File: src/rtl/debounce_multi.sv
// Multi-channel key debouncer: sync, prescaled sampling, STABLE_COUNT-tick qualification, rise/fall strobes.
// Latency SYNC_STAGES + STABLE_COUNT ticks, no backpressure; define DEBOUNCE_REPEAT_EN for held-key auto-repeat.
module debounce_multi #(
  parameter int WIDTH         = 4,
  parameter int SYNC_STAGES   = 2,
  parameter int TICK_DIV      = 50000,
  parameter int STABLE_COUNT  = 8,
  parameter int REPEAT_DELAY  = 500,
  parameter int REPEAT_PERIOD = 100
) (
  input  logic             clock,
  input  logic             reset_n,
  input  logic [WIDTH-1:0] inp,
  output logic [WIDTH-1:0] outp,
  output logic [WIDTH-1:0] rise,
  output logic [WIDTH-1:0] fall,
  output logic [WIDTH-1:0] repeat_pulse,
  output logic             sample_tick
);

  localparam int PW = (TICK_DIV > 1) ? $clog2(TICK_DIV) : 1;
  localparam int CW = $clog2(STABLE_COUNT + 1);
  localparam logic [PW-1:0] PRE_LAST = PW'(TICK_DIV - 1);
  localparam logic [CW-1:0] CNT_LAST = CW'(STABLE_COUNT - 1);

  if (SYNC_STAGES < 2 || TICK_DIV < 1 || STABLE_COUNT < 1 ||
      REPEAT_DELAY < 1 || REPEAT_PERIOD < 1) begin : g_bad_cfg
    $error("debounce_multi: invalid parameter set");
  end

  logic [SYNC_STAGES-1:0][WIDTH-1:0] sync_q, sync_d;
  logic [PW-1:0]                     pre_q, pre_d;
  logic                              tick_q, tick_d;
  logic [WIDTH-1:0][CW-1:0]          cnt_q, cnt_d;
  logic [WIDTH-1:0]                  outp_q, outp_d;
  logic [WIDTH-1:0]                  rise_q, rise_d;
  logic [WIDTH-1:0]                  fall_q, fall_d;
  logic [WIDTH-1:0]                  sync_out;

  assign sync_out = sync_q[SYNC_STAGES-1];

  always_comb begin
    sync_d = {sync_q[SYNC_STAGES-2:0], inp};
    pre_d  = (pre_q == PRE_LAST) ? '0 : pre_q + 1'b1;
    // Registered so the tick reads 0 during reset even when TICK_DIV is 1.
    tick_d = (pre_d == PRE_LAST);
  end

  always_comb begin
    cnt_d  = cnt_q;
    outp_d = outp_q;
    rise_d = '0;
    fall_d = '0;
    if (tick_q) begin
      for (int c = 0; c < WIDTH; c++) begin
        if (sync_out[c] != outp_q[c]) begin
          if (cnt_q[c] == CNT_LAST) begin
            outp_d[c] = sync_out[c];
            cnt_d[c]  = '0;
            rise_d[c] = sync_out[c];
            fall_d[c] = ~sync_out[c];
          end else begin
            cnt_d[c] = cnt_q[c] + 1'b1;
          end
        end else begin
          cnt_d[c] = '0;
        end
      end
    end
  end

  always_ff @(posedge clock or negedge reset_n) begin
    if (!reset_n) begin
      sync_q <= '0;
      pre_q  <= '0;
      tick_q <= 1'b0;
      cnt_q  <= '0;
      outp_q <= '0;
      rise_q <= '0;
      fall_q <= '0;
    end else begin
      sync_q <= sync_d;
      pre_q  <= pre_d;
      tick_q <= tick_d;
      cnt_q  <= cnt_d;
      outp_q <= outp_d;
      rise_q <= rise_d;
      fall_q <= fall_d;
    end
  end

  assign outp        = outp_q;
  assign rise        = rise_q;
  assign fall        = fall_q;
  assign sample_tick = tick_q;

`ifdef DEBOUNCE_REPEAT_EN
  localparam int HW = $clog2(REPEAT_DELAY + REPEAT_PERIOD + 1);
  localparam logic [HW-1:0] HOLD_FIRE = HW'(REPEAT_DELAY);
  localparam logic [HW-1:0] HOLD_LAST = HW'(REPEAT_DELAY + REPEAT_PERIOD - 1);

  logic [WIDTH-1:0][HW-1:0] hold_q, hold_d;
  logic [WIDTH-1:0]         rep_q, rep_d;

  // Once past the first fire point the counter cycles over
  // HOLD_FIRE..HOLD_LAST, so it stays bounded however long the key is held.
  always_comb begin
    hold_d = hold_q;
    rep_d  = '0;
    for (int c = 0; c < WIDTH; c++) begin
      if (!outp_d[c] || rise_d[c]) begin
        hold_d[c] = '0;
      end else if (tick_q) begin
        if (hold_q[c] == HOLD_LAST) begin
          hold_d[c] = HOLD_FIRE;
        end else begin
          hold_d[c] = hold_q[c] + 1'b1;
        end
        rep_d[c] = (hold_d[c] == HOLD_FIRE);
      end
    end
  end

  always_ff @(posedge clock or negedge reset_n) begin
    if (!reset_n) begin
      hold_q <= '0;
      rep_q  <= '0;
    end else begin
      hold_q <= hold_d;
      rep_q  <= rep_d;
    end
  end

  assign repeat_pulse = rep_q;
`else
  assign repeat_pulse = '0;
`endif

endmodule

File: config.mk
export PLATFORM = sky130hd
export DESIGN_NAME = debounce_multi
export DESIGN_NICKNAME = d
export VERILOG_FILES = /design/src/rtl/debounce_multi.sv
export SDC_FILE = /design/constraint.sdc
export NUM_CORES = 1
export LEC_CHECK = 0
export BUFFER_PORTS_ARGS = -buffer_cell sky130_fd_sc_hd__buf_2
export CAP_MARGIN = 20
export CORE_UTILIZATION = 52
export DETAILED_ROUTE_END_ITERATION = 16
export GPL_ROUTABILITY_DRIVEN = 0
export PLACE_DENSITY = 0.84
export SKIP_CTS_REPAIR_TIMING = 1
export SLEW_MARGIN = 5
export SYNTH_ARGS = -nofsm -noshare
export SYNTH_HDL_FRONTEND = slang
export SYNTH_SLANG_ARGS = --single-unit
File: constraint.sdc
create_clock -name clock -period 1.8 [get_ports clock]
set_input_delay 0.36 -clock clock [delete_from_list [all_inputs] [get_ports clock]]
set_output_delay 0.36 -clock clock [all_outputs]
set_load 0.01 [all_outputs]
Word level (Yosys, flattened, before mapping)
Cells that the tools add are included.

Register bits after elaboration: 53. Output and inout bits: 17. Logic and storage cells: 64.

Add/subtract/negate cells: 5. Equal/unequal tests: 10. Muxes and demuxes: 27. Bitwise operators: 4. Reductions and logical operators: 4.

Operators by type and width (number): $mux W4 (10); $eq A16 B16 Y1 const B (2); $add A16 B1 Y16 const B (1); $add A4 B1 Y4 const B (4); $eq A4 B3 Y1 const B (4); $mux W1 (16); $mux W16 (1); $reduce_and A3 Y1 (4); $ne A1 B1 Y1 (4); $not A1 Y1 (4).

Logic depth before layout (Yosys ltp)
Depth in word-level cells: 4. Gate-level depth with buffers: 6. Gate-level depth less buffers: 5.

Least setup slack after synthesis
Ideal clock, no wire load.

Kind: flip-flop to flip-flop. From: register pre_q[4]. To: register pre_q[6]. Data arrival time: 1.757 ns. Setup slack: -0.076 ns. Cell stages (with the launch flop): 5. Period minus slack after synthesis: 1.876 ns. Cells stage by stage: dfrtp_1 > buf_6 > or4_4 > or4_4 > a31o_1.

Cells in the longest elaborated chain, start to end: 2. Elaborated cells between the ends (all ways): 3. Classes of those cells: add/sub: 1; eq/ne: 1; mux: 1.

RTL lines: from (decl) (RTL line 32) `logic [PW-1:0] pre_q, pre_d;`; from (signal assigned) (RTL line 83) `pre_q <= pre_d;`; $add A16 B1 Y16 or $eq A16 B16 Y1 (tied branches) (RTL line 44) `pre_d = (pre_q == PRE_LAST) ? '0 : pre_q + 1'b1;`; $mux W16 (*) (RTL line 44); net pre_d[6] (RTL line 32).

Mark *: on every way through the listed nets, which the timed path passes. The rest lies on a longest branch. A chain may end at the register's enable or synchronous reset.

Worst setup path after layout
From: register pre_q[4]. To: register pre_q[0].

Cells in the longest elaborated chain, start to end: 2.

RTL lines (RTL line): $eq A16 B16 Y1 (44); $mux W16 (44); net pre_d[0] (32).

The timed path passes the listed nets, and every way through them passes these cells.

==> results.sh <==
export IMPL_status="finished with violations"
export IMPL_violations="design-rule violations, negative setup slack"
export IMPL_grt_antenna_before_repair=0
export IMPL_wl_um=4400
export IMPL_p_per_area_nw_per_um2=671
export IMPL_instances_no_fill=309
export IMPL_cts_tree="done"
export IMPL_hold_worst_slack_ns=0.0425
export IMPL_die_x_um=70.6
export IMPL_io_pins=23
export IMPL_cap_viol_max_count=0
export IMPL_dpl_hpwl_um=3150
export IMPL_portBuffers=18
export IMPL_synth_cell_types=42
export IMPL_worstSetupEndpointType="register"
export IMPL_crit_buf_inv=0
export IMPL_synth_enable_flop_cells=0
export IMPL_layout_drive_gt1_share_pct=23.3
export IMPL_irDropWorstVdd_v=0.000333
export IMPL_drt_iter0_drc=105
export IMPL_ctsRootBufferMaster="clkbuf_8"
export IMPL_synth_seq_cells=53
export IMPL_firstDrtPassIters=10
export IMPL_fin_crit_sh_pct=104
export IMPL_tritoncts_num_buffers=5
export IMPL_hold_violations=0
export IMPL_syn_area_per_cell_um2=11.2
export IMPL_track_usage_pct=19.4
export IMPL_rsz0062_at_grt="yes"
export IMPL_cpMostUsedCell="or4_4"
export IMPL_grt_pass1_wl_um=7570
export IMPL_core_area_um2=4440
export IMPL_num_rows=24
export IMPL_nNetsFinal=267
export IMPL_cts_buffer_depth=2
export IMPL_design_power_total_uw=1880
export IMPL_fp_dieH_um=70.6
export IMPL_start_util_pct=55.1
export IMPL_viasPerCell=5.63
export IMPL_slowest_delay_ns=0.57
export IMPL_finalCriticalPeriod_ns=1.87
export IMPL_clock_sinks=53
export IMPL_path_max_fanout=6
export IMPL_final_cell_mix="53 x dfrtp_1, 20 x buf_4, 18 x buf_2"
export IMPL_worst_ep_required_time_ns=1.99
export IMPL_ant_nets=0
export IMPL_place_inst=300
export IMPL_synth_flop_cell="dfrtp_1"
export IMPL_cp_cell_sequence="or4_4 -> or4_4 -> nor2_4 -> nor2_1"
export IMPL_slew_violations=0
export IMPL_areaGrowthSynthToFinish_pct=14.3
export IMPL_synth_cell_area_um2=2450
export IMPL_die_area_um2=4990
export IMPL_mostFrequentLayoutCell="dfrtp_1"
export IMPL_worstSetupPathType="reg -> reg"
export IMPL_start_kind="register"
export IMPL_drc=4
export IMPL_async_reset_ff_share_pct=100
export IMPL_clock_latency_ns=0.30
export IMPL_worst_ep_arrival_time_ns=2.05
export IMPL_yosys_warnings=0
export IMPL_reg2reg_depth=4
export IMPL_cp_top_family="simple AND/OR/NAND/NOR gates"
export IMPL_synthesis_instances=219
export IMPL_clk_pin_slew_ns=0.09
export IMPL_grt_pass1_vias=1732
export IMPL_hp_class="in -> async"
export IMPL_slowest_stage="or4_4"
export IMPL_ys_seq_area_share_pct=54.2
export IMPL_grt_overflow_total=0
export IMPL_setup_slack_ns=-0.0657
export IMPL_vias=1740
export IMPL_grt_max_degree=30
export IMPL_antenna_cells=0
export IMPL_wl_per_cell_um=14.2
export IMPL_leakagePower_uw=0.00129
export IMPL_h_tree_depth=2
export IMPL_setup_viol=9
export IMPL_max_freq_mhz=536
export IMPL_path_depth=4
export IMPL_worst_clock_skew_ns=0.00679
[cell families after synthesis]
group / after synthesis / synth area share, %
and+or+nand+nor: 85 / 20.7
DFF: 53 / 54.2
AOI/OAI and AO/OA: 28 / 8.08
buffers and inverters: 21 / 4.14
xor gates and xnor gates: 16 / 5.73
muxes: 10 / 4.45
adders and majority gates: 5 / 2.56
other: 1 / 0.153
[sequential cells by signal, summed over array words and instances, names as in the netlist]
signal       count
cnt_q           16
fall             4
outp             4
pre_q           16
rise             4
sample_tick      1
sync_d           4
sync_out         4
[per-layer routing]
layer	routed length, um	global-route usage [%]
met5	0	0
met4	61	6.67
met3	156	4.13
met2	2250	34.6
met1	1930	23.4
[report_power, final]
part | internal, uW | switching (uW) | total, uW
clock | 270 | 359 | 629
combinational | 11.4 | 32.5 | 44.0
sequential | 1200 | 6.17 | 1200
total | 1480 | 398 | 1880
[worst reg2reg max path, delay by kind of cell, from the launching register on]
family | cells | cell delay [ns]
and+or+nand+nor | 4 | 1.38
DFF | 1 | 0.38
[through the flow]
step | utilization [%] | area [um2] | setup TNS (ns) | worst slack, ns
6_report | 62.9 | 2800 | -0.435 | -0.0657
5_1_grt | 62.9 | 2800 | -1.06 | -0.134
4_1_cts | 62.6 | 2780 | -0.441 | -0.0670
3_5_place_dp | 60.7 | 2700 | -0.0747 | -0.0193
3_3_place_gp | 60.7 | 2700 | -0.000551 | -0.000551
2_1_floorplan | - | 2460 | 0 | 0.00394
[final timing paths]
check                               startpoint                     to  slack, ns
setup / recovery            pre_q[4]$_DFF_PN0_     pre_q[0]$_DFF_PN0_      -0.07
hold / removal                         reset_n      rise[1]$_DFF_PN0_       0.04
setup reg to reg            pre_q[4]$_DFF_PN0_     pre_q[0]$_DFF_PN0_      -0.07
hold reg to reg            sync_d[4]$_DFF_PN0_  sync_out[0]$_DFF_PN0_       0.35
max in group asynchronous              reset_n  cnt_q[12]$_DFFE_PN0P_       1.47
min in group clock                      inp[3]    sync_d[7]$_DFF_PN0_       0.16
[cell type report]
class / count / area [um2]
Multi-Input combinational cell: 148 / 1040
Sequential cell: 53 / 1330
Inverter: 10 / 37.5
Tap cell: 52 / 65.1
Clock buffer: 6 / 72.6
Fill cell: 361 / 1650
Timing Repair Buffer: 38 / 240
Clock inverter: 2 / 10.0
[Yosys cell counts, types with 2 or more instances]
| library cell | n | area [um2] |
|---|---|---|
| nand2_1 | 16 | 60.1 |
| xnor2_1 | 10 | 87.6 |
| or4_4 | 2 | 22.5 |
| nor2b_1 | 2 | 12.5 |
| a21o_1 | 3 | 22.5 |
| ha_1 | 5 | 62.6 |
| nor3_1 | 7 | 35.0 |
| nor4_1 | 2 | 12.5 |
| buf_4 | 4 | 30.0 |
| xor2_1 | 6 | 52.6 |
| mux2_2 | 7 | 78.8 |
| inv_1 | 10 | 37.5 |
| dfrtp_1 | 53 | 1330 |
| and3_1 | 2 | 12.5 |
| o21ai_0 | 8 | 40.0 |
| nand4_1 | 9 | 56.3 |
| clkbuf_1 | 6 | 22.5 |
| nand3_1 | 12 | 60.1 |
| mux2i_1 | 3 | 30.0 |
| o21a_1 | 2 | 15.0 |
| nand3b_1 | 6 | 45.0 |
| o31ai_1 | 3 | 22.5 |
| nor2_1 | 8 | 30.0 |
| nand4b_1 | 3 | 26.3 |
| o22ai_1 | 4 | 25.0 |
| nor3b_1 | 9 | 67.6 |
| and3b_1 | 2 | 17.5 |
Note: power is estimated with default switching activity, not from simulation.
